==> config.mk <==
export PLATFORM = sky130hd
export DESIGN_NAME = secuenciador_notas
export DESIGN_NICKNAME = d
export VERILOG_FILES = /design/src/rtl/secuenciador_notas.sv
export SDC_FILE = /design/constraint.sdc
export NUM_CORES = 1
export LEC_CHECK = 0
export CORE_ASPECT_RATIO = 0.9
export CORE_UTILIZATION = 30
export DETAILED_ROUTE_END_ITERATION = 6
export SLEW_MARGIN = 20
export SYNTH_ARGS = -nofsm -noshare
export SYNTH_HDL_FRONTEND = slang
export SYNTH_SLANG_ARGS = --single-unit
==> constraint.sdc <==
create_clock -name clk -period 7.2 [get_ports clk]
set_input_delay 0.72 -clock clk [delete_from_list [all_inputs] [get_ports clk]]
set_output_delay 0.72 -clock clk [all_outputs]
set_load 0.02 [all_outputs]
==> src/rtl/secuenciador_notas.sv <==
// secuenciador_notas: keyboard/ROM note scheduler driving divisor_frecuencia.freq
// Optional song repeat enabled by defining SECUENCIADOR_LOOP_EN.
module secuenciador_notas #(
  parameter int TICKS_PER_BEAT = 12_000_000,
  parameter int GAP_TICKS      = 600_000,
  parameter int SONG_LEN       = 16
) (
  input  logic        clk,
  input  logic        reset,
  input  logic [6:0]  teclas,
  input  logic        play,
  input  logic        stop,
  input  logic        loop,
  output logic [31:0] freq,
  output logic        busy,
  output logic [5:0]  note_idx,
  output logic        done
);
  localparam int CW = $clog2(7 * TICKS_PER_BEAT + 1);
  typedef enum logic [1:0] {IDLE, LOAD, PLAY, GAP} state_t;
  state_t state, state_n;
  logic [CW-1:0] cnt, cnt_n, play_last;
  logic [31:0] freq_n;
  logic [5:0] idx_n;
  logic [2:0] code, dur;
  logic done_n, end_hit;
  // ROM entries are {note,dur}, so each octal digit is one field
  function automatic logic [5:0] rom(input logic [5:0] a);
    case (a)
      6'd0, 6'd3: rom = 6'o11;
      6'd1:       rom = 6'o21;
      6'd2:       rom = 6'o31;
      6'd4:       rom = 6'o01;
      6'd5:       rom = 6'o52;
      default:    rom = 6'o00;
    endcase
  endfunction
  function automatic logic [31:0] tone(input logic [2:0] c);
    case (c)
      3'd1:    tone = 32'd1046;
      3'd2:    tone = 32'd1174;
      3'd3:    tone = 32'd1318;
      3'd4:    tone = 32'd1396;
      3'd5:    tone = 32'd1567;
      3'd6:    tone = 32'd1760;
      3'd7:    tone = 32'd1975;
      default: tone = 32'd0;
    endcase
  endfunction
  function automatic logic [2:0] lowest_key(input logic [6:0] t);
    lowest_key = 3'd0;
    for (int i = 6; i >= 0; i--) if (t[i]) lowest_key = 3'(i + 1);
  endfunction
  assign {code, dur} = rom(note_idx);
  assign play_last = CW'(int'(dur) * TICKS_PER_BEAT - GAP_TICKS - 1);
  assign busy = state != IDLE;
`ifndef SECUENCIADOR_LOOP_EN
  logic unused_loop;
  assign unused_loop = loop;
`endif
  always_comb begin
    state_n = state;
    freq_n = '0;
    idx_n = note_idx;
    done_n = 1'b0;
    cnt_n = '0;
    end_hit = 1'b0;
    case (state)
      IDLE: begin
        freq_n = tone(lowest_key(teclas));
        if (play && !stop) begin
          state_n = LOAD;
          idx_n = '0;
          freq_n = '0;
        end
      end
      LOAD: begin
        end_hit = dur == 3'd0;
        state_n = end_hit ? LOAD : PLAY;
        freq_n = end_hit ? 32'd0 : tone(code);
      end
      PLAY: begin
        state_n = cnt == play_last ? GAP : PLAY;
        freq_n = cnt == play_last ? 32'd0 : tone(code);
        cnt_n = cnt == play_last ? '0 : cnt + 1'b1;
      end
      GAP: begin
        cnt_n = cnt + 1'b1;
        if (cnt == CW'(GAP_TICKS - 1)) begin
          cnt_n = '0;
          end_hit = note_idx == 6'(SONG_LEN - 1);
          state_n = LOAD;
          idx_n = end_hit ? note_idx : note_idx + 6'd1;
        end
      end
    endcase
    if (end_hit) begin
      state_n = IDLE;
      idx_n = '0;
      freq_n = '0;
      done_n = 1'b1;
`ifdef SECUENCIADOR_LOOP_EN
      if (loop) begin
        state_n = LOAD;
        done_n = 1'b0;
      end
`endif
    end
    if (stop && state != IDLE) begin
      state_n = IDLE;
      idx_n = '0;
      freq_n = '0;
      done_n = 1'b0;
      cnt_n = '0;
    end
  end
  always_ff @(posedge clk) begin
    if (reset) begin
      state <= IDLE;
      freq <= '0;
      note_idx <= '0;
      done <= 1'b0;
      cnt <= '0;
    end else begin
      state <= state_n;
      freq <= freq_n;
      note_idx <= idx_n;
      done <= done_n;
      cnt <= cnt_n;
    end
  end
endmodule

==> results of run 1 <==
==> cell families (layout without fill, tap and decap cells) <==
family / count (synthesis) / in the layout / synth area share (%)
buffers and inverters: 46 / 54 / 9.47
AND/OR/NAND/NOR: 158 / 158 / 29.5
AO/OA/AOI/OAI: 49 / 49 / 10.9
XOR/XNOR: 34 / 34 / 10.2
other: 1 / 21 / 0.129
flip-flops: 47 / 47 / 32.4
multiplexers: 1 / 1 / 0.388
adder cells (fa/ha/maj): 16 / 16 / 6.89
==> power breakdown <==
group          internal (mW)  leakage, nW  total, mW  switching (mW)
logic                 0.0342        0.797     0.0935          0.0593
clock network          0.112       0.0612      0.204          0.0913
registers              0.268        0.380      0.271         0.00327
total                  0.414         1.24      0.568           0.154
==> flip-flops by register name, summed over array words and instances (netlist names) <==
register  count
freq         11
done          1
cnt          27
note_idx      6
state         2
==> layer usage <==
| metal | part of all wire [%] | vias up | GRT usage [%] |
|---|---|---|---|
| met5 | 0 | - | 0 |
| met4 | 0.44 | 0 | 2.66 |
| met3 | 4.6 | 4 | 2.39 |
| met2 | 42 | 54 | 18.7 |
| met1 | 53 | 1121 | 17.4 |
| li1 | - | 1230 | - |
==> stage by stage <==
stage	setup slack (ns)	utilization, %	power, mW	hold WS [ns]
after global placement	3.45	34.7	0.369	0.442
after detailed placement	3.31	34.7	0.370	0.455
after CTS	3.29	36.0	0.574	0.475
final	3.36	36.0	0.568	0.464
after global routing	2.99	36.0	0.594	0.515
after floorplan	3.98	-	0.344	0.426
==> cell usage after synthesis, drive strengths merged, types with 4 or more instances <==
cell type and count:
buf 25, o21ai 11, nor2 47, nand4 12, nor4 6, and3 6, nor3b 4, or3 5
o22ai 7, nand3 12, clkbuf 4, xor2 21, inv 17, and2 4, nor2b 5, xnor2 13
ha 16, a21oi 10, nand2b 7, dfxtp 47, nor3 10, and4 5, nand2 24
==> final cells by class <==
cell class / count / share of cell area [%]
clock inverters: 2 / 1.05
well taps: 122 / 4.58
flip-flops and latches: 47 / 28.3
multi-input cells: 279 / 53.0
inverters: 17 / 1.92
clock buffers: 6 / 2.48
repair buffers: 29 / 8.72
==> final timing paths <==
| kind | startpoint | to |
|---|---|---|
| setup / recovery | note_idx[1] | cnt[18] |
| hold / removal | cnt[0] | cnt[0] |
| setup reg to reg | note_idx[1] | cnt[18] |
| hold reg to reg | cnt[0] | cnt[0] |
==> critical path, cell delays in order (launching register included) <==
cell and delay, ns:
dfxtp_1 0.40, inv_1 0.10, ha_1 0.30, nor4_1 0.31, a211o_1 0.24, ha_1 0.35, xnor2_1 0.13, or3_1 0.33
a211o_1 0.36, nor4b_4 0.36, a21bo_1 0.72, nor2_1 0.12
==> flow_summary_export.csv, run 1 <==
group,metric,value,unit
outcome,outcome,"completed",
place,dp.cells,494,
synth,synthesis.yosys.warnings,0,
die,number_of_placed_i_o_pins,52,
clocking,cts.repair.resized,0,
timing,timing.max_slew.rel_slack,43.6,%
clocking,postCtsSetupRepairBufs,0,
finish,multi_input_comb_area,1760,sq um
timing,final_hold_viols,0,
clocking,clk_transition_reported_paths,0.10,ns
clocking,cts-htree-levels,2,
global_route,pin_count_of_the_biggest_net_entering_global_routing,28,
global_route,antenna_found_initial,0,
clocking,clkSinkCount,47,
drt,initialDrtViolationCount,146,
synth,synthDominantCellAreaShare,32.4,%
worst_setup_path,cp_data_required_time,7.37,ns
drt,vias_per_cell,4.80,
place,io_buffer_count,29,
synth,netlist.top_cell.by_area,"dfxtp_1",
finish,final_cell_count_no_fill,502,
global_route,globalRoute.totalOverflow,0,
finish,mostFrequentLayoutCells,"nor2_1 (47), dfxtp_1 (47), clkdlybuf4s50_1 (29)",
synth,synthesis.instances,352,
synth,synth_enable_flop_cells,0,
finish,seq_area,941,sq um
timing,drv_slew,0,
synth,synthTopCellsByArea,"dfxtp_1 (32%), ha_1 (6.9%), xor2_1 (6.3%), nor2_1 (6.1%), buf_4 (5.4%)",
clocking,cts_tree,"yes",
drt,routed_wire_length_per_instance,12.1,microns
worst_setup_path,timing.critical_path.from_type,"register",
hold_path,timing.hold.worst_path_depth,1,
synth,ys_seq_elements,47,
drt,antenna_violating_nets_post_route,0,
drt,drt-pass1-iter-count,4,
die,std_cell_rows,33,
clocking,holdBufCountCts,0,
timing,period_needed,3.84,ns
die,die_width,106,microns
die,initial_core_util,31.4,%
worst_setup_path,worst-setup-path-type,"register to register",
synth,synth_ff_type,"dfxtp_1",
place,placed_cell_area,3210,sq um
drt,drc_errors,0,
timing,tightest_slew,0.845,ns
synth,post_synth_num_cell_types,50,
global_route,track_usage,12.1,%
worst_setup_path,end_kind,"register",
place,finalWeightedCongestion,0.870,
pwr,powerDensity,171,nW/um^2
worst_setup_path,worst_setup_slack_for_register_to_register_paths,3.36,ns
pwr,power.leakage,1.24,nW
finish,finalInstanceArea,3330,sq um
timing,grt_setup_unrepaired,"false",
drt,route.final.wire_length,6.09,mm
die,core_area,9250,sq um
synth,synth.avg_cell_area,8.25,sq um
finish,share_of_layout_cells_above_drive_strength_1,3.95,%
finish,antenna-diode-count,0,
timing,fin_tns_setup,0,ns
clocking,cts_root_buf,"clkbuf_8",
clocking,cts_made_buffers,5,
clocking,clockBufferDepth,2,
worst_setup_path,r2r.worst_path.cells,11,
finish,syn_to_layout_area_delta,14.6,%
flow_run,maximum_capacitance_violations,0,
global_route,wire_length_of_the_first_global_routing_pass,9.89,mm
synth,yosysSeqAreaShare,32.4,%
timing,final_worst_path_cycle_share,53.3,%
timing,setup_violations,0,
drt,vias,2409,
hold_path,holdCritPathClass,"register to register",
timing,finClkSkew,0.0113,ns
timing,max_freq,261,MHz
place,dp_hpwl,4.60,mm
worst_setup_path,worst-path-max-fanout,27,
die,die_area,10100,sq um
finish,fillCellCount,954,
finish,num-nets-final,407,
clocking,clock_insertion_delay_worst_skew,0.30,ns
synth,netlist_area,2910,sq um
die,die_height,95.4,microns
worst_setup_path,arrival_time_worst_endpoint,4.00,ns
global_route,grt_pass1_vias,2100,
pwr,ir_drop,76.4,uV
synth,asyncSetResetFlopFracSynth,0,%
Power figures use the tool's default switching activity.
==> inputs of run 2 (changes only) <==
- clock period: 7.2 -> 3.65 ns (I/O delays scaled with it)
==> run 2 against run 1 <==
Net effect:
- clock-buffer cell count increased by 1
- die area unchanged
- via count increased by 1.5%
- worst hold slack improved by 0.0070 ns
- global-route usage increased by 0.38 points
- flip-flop and latch count unchanged
- utilization decreased by 0.068 points
- cell count increased by 0.40%
- critical path depth increased by 1
- clock skew decreased by 0.0024 ns
- sequential share of layout area increased by 0.053 points
- critical path type unchanged
- largest power group unchanged
==> flow_summary_export.csv, run 2 (synthesis gave the netlist of run 1 again) <==
group,metric,value,unit
flow_run,maximum_capacitance_violations,0,
place,finalWeightedCongestion,0.892,
clocking,clockBufferDepth,2,
place,dp_hpwl,4.60,mm
finish,biggest_registers_after_layout,"cnt: 27 flops, freq: 11 flops, note_idx: 6 flops",
worst_setup_path,end_kind,"register",
finish,flip_flop_count_of_the_largest_register_all_copies_and_words_added,27,
clocking,clock_insertion_delay_worst_skew,0.30,ns
worst_setup_path,worst-setup-path-type,"register to register",
worst_setup_path,cp_data_required_time,3.84,ns
worst_setup_path,r2r.worst_path.cells,12,
finish,antenna-diode-count,0,
die,core_area,9250,sq um
place,dp.cells,496,
worst_setup_path,timing.critical_path.from_type,"register",
drt,drc_errors,0,
die,die_height,95.4,microns
clocking,cts_root_buf,"clkbuf_8",
worst_setup_path,timing.rr.start,"note_idx[0]",
worst_setup_path,critical_path.slowest_cell,"dfxtp_1",
drt,vias,2446,
die,initial_core_util,31.4,%
place,io_buffer_count,29,
global_route,globalRoute.totalOverflow,0,
timing,grt_setup_unrepaired,"false",
worst_setup_path,cp.buffers_inverters,2,
drt,drt-pass1-iter-count,4,
finish,share_of_layout_cells_above_drive_strength_1,4.19,%
finish,regMostFlops,"cnt",
worst_setup_path,critical_path.top_delay_family,"simple AND/OR/NAND/NOR gates",
worst_setup_path,max_stage_delay,0.45,ns
worst_setup_path,number_of_cells_on_the_critical_path,12,
worst_setup_path,critical_path.reg2reg.endpoint,"cnt[17]",
global_route,wire_length_of_the_first_global_routing_pass,10.1,mm
global_route,track_usage,12.5,%
clocking,cts.repair.resized,0,
pwr,powerDensity,308,nW/um^2
hold_path,timing.hold.worst_path_depth,1,
finish,fillCellCount,986,
clocking,clk_transition_reported_paths,0.09,ns
timing,fin_tns_setup,0,ns
clocking,clkSinkCount,47,
hold_path,hp-start,"cnt[0]",
timing,final_worst_path_cycle_share,91.4,%
timing,period_needed,3.34,ns
worst_setup_path,worst_setup_slack_for_register_to_register_paths,0.31,ns
timing,max_freq,300,MHz
die,std_cell_rows,33,
finish,utilization,35.9,%
hold_path,hold_end,"cnt[0]",
hold_path,holdCritPathClass,"register to register",
die,die_width,106,microns
global_route,grt_pass1_vias,2184,
timing,tightest_slew,0.665,ns
timing,final_hold_viols,0,
pwr,ir_drop,164,uV
place,placed_cell_area,3240,sq um
finish,final_cell_count_no_fill,504,
drt,antenna_violating_nets_post_route,0,
pwr,fin_total_pwr,1.02,mW
worst_setup_path,worst-path-max-fanout,27,
clocking,cts_made_buffers,5,
worst_setup_path,cpMostUsedCell,"a211o_1",
clocking,cts_tree,"yes",
timing,timing.max_slew.rel_slack,55.3,%
pwr,power.leakage,1.23,nW
clocking,holdBufCountCts,0,
finish,finalInstanceArea,3320,sq um
timing,setup_violations,0,
die,number_of_placed_i_o_pins,52,
die,die_area,10100,sq um
finish,mostFrequentLayoutCells,"nor2_1 (47), dfxtp_1 (47), clkdlybuf4s50_1 (29)",
drt,initialDrtViolationCount,103,
drt,route.final.wire_length,6.06,mm
finish,num-nets-final,409,
global_route,antenna_found_initial,0,
timing,drv_slew,0,
worst_setup_path,arrival_time_worst_endpoint,3.53,ns
worst_setup_path,path_cells,"inv_1 -> ha_1 -> nor4_1 -> a211o_1 -> ha_2 -> xnor2_1 -> or3_1 -> a211o_1 -> nor4b_4 -> a21bo_1 -> buf_12 -> nor2_1",
timing,finClkSkew,0.00890,ns
outcome,outcome,"completed",
clocking,cts-htree-levels,2,
drt,vias_per_cell,4.85,
drt,routed_wire_length_per_instance,12.0,microns
worst_setup_path,setup.worst_path.start,"note_idx[0]",
finish,syn_to_layout_area_delta,14.4,%
global_route,pin_count_of_the_biggest_net_entering_global_routing,28,
clocking,postCtsSetupRepairBufs,0,
run 2: changes by cell type in the layout (fill, tap and decap cells not counted), sizes merged:
cell,delta
bufinv,-1
clkbuf,+1
buf,+2
run 2: worst max-delay path by stage:
stage,end,slack (ns)
after floorplan,cnt[23],0.43
after global placement,cnt[23],0.31
after detailed placement,cnt[17],0.28
after CTS,cnt[17],0.24
after global routing,cnt[17],0.07
final,cnt[17],0.31
run 2: power by group:
part           internal (mW)  total, mW  leakage (nW)  switching, mW
registers              0.528      0.535         0.380        0.00662
logic                 0.0682      0.183         0.812          0.115
clock network          0.135      0.305        0.0422          0.170
run 2: per-stage QoR:
stage | worst slack [ns] | hold slack (ns)
6_report | 0.314 | 0.471
3_5_place_dp | 0.279 | 0.457
2_1_floorplan | 0.427 | 0.426
3_3_place_gp | 0.311 | 0.443
4_1_cts | 0.237 | 0.478
5_1_grt | 0.0699 | 0.508
run 2: layer usage:
layer / global-route usage, % / part of all wire (%) / vias to the layer above / wire [microns]
met2: 19.6 / 43 / 69 / 2580
met4: 3.70 / 0.88 / 0 / 53
li1: - / - / 1234 / -
met5: 0 / 0 / - / 0
met3: 3.21 / 5.6 / 7 / 338
met1: 17.0 / 51 / 1136 / 3080
run 2: worst reg2reg max path: cells and delay by family (launching register included):
| family | cells | cell delay [ns] |
|---|---|---|
| xor+xnor | 1 | 0.10 |
| simple gates | 4 | 1.02 |
| flops | 1 | 0.45 |
| fa+ha+maj | 2 | 0.56 |
| compound gates | 3 | 0.81 |
| buf+inv | 2 | 0.28 |
run 2: area by class of cell:
| cell class | count | area [sq um] | share of cell area [%] |
|---|---|---|---|
| Timing Repair Buffer | 31 | 318 | 9.56 |
| Clock inverter | 1 | 5.00 | 0.151 |
| Clock buffer | 7 | 76.3 | 2.30 |
| Sequential cell | 47 | 941 | 28.3 |
| Inverter | 17 | 63.8 | 1.92 |
| Tap cell | 122 | 153 | 4.59 |
| Multi-Input combinational cell | 279 | 1770 | 53.2 |
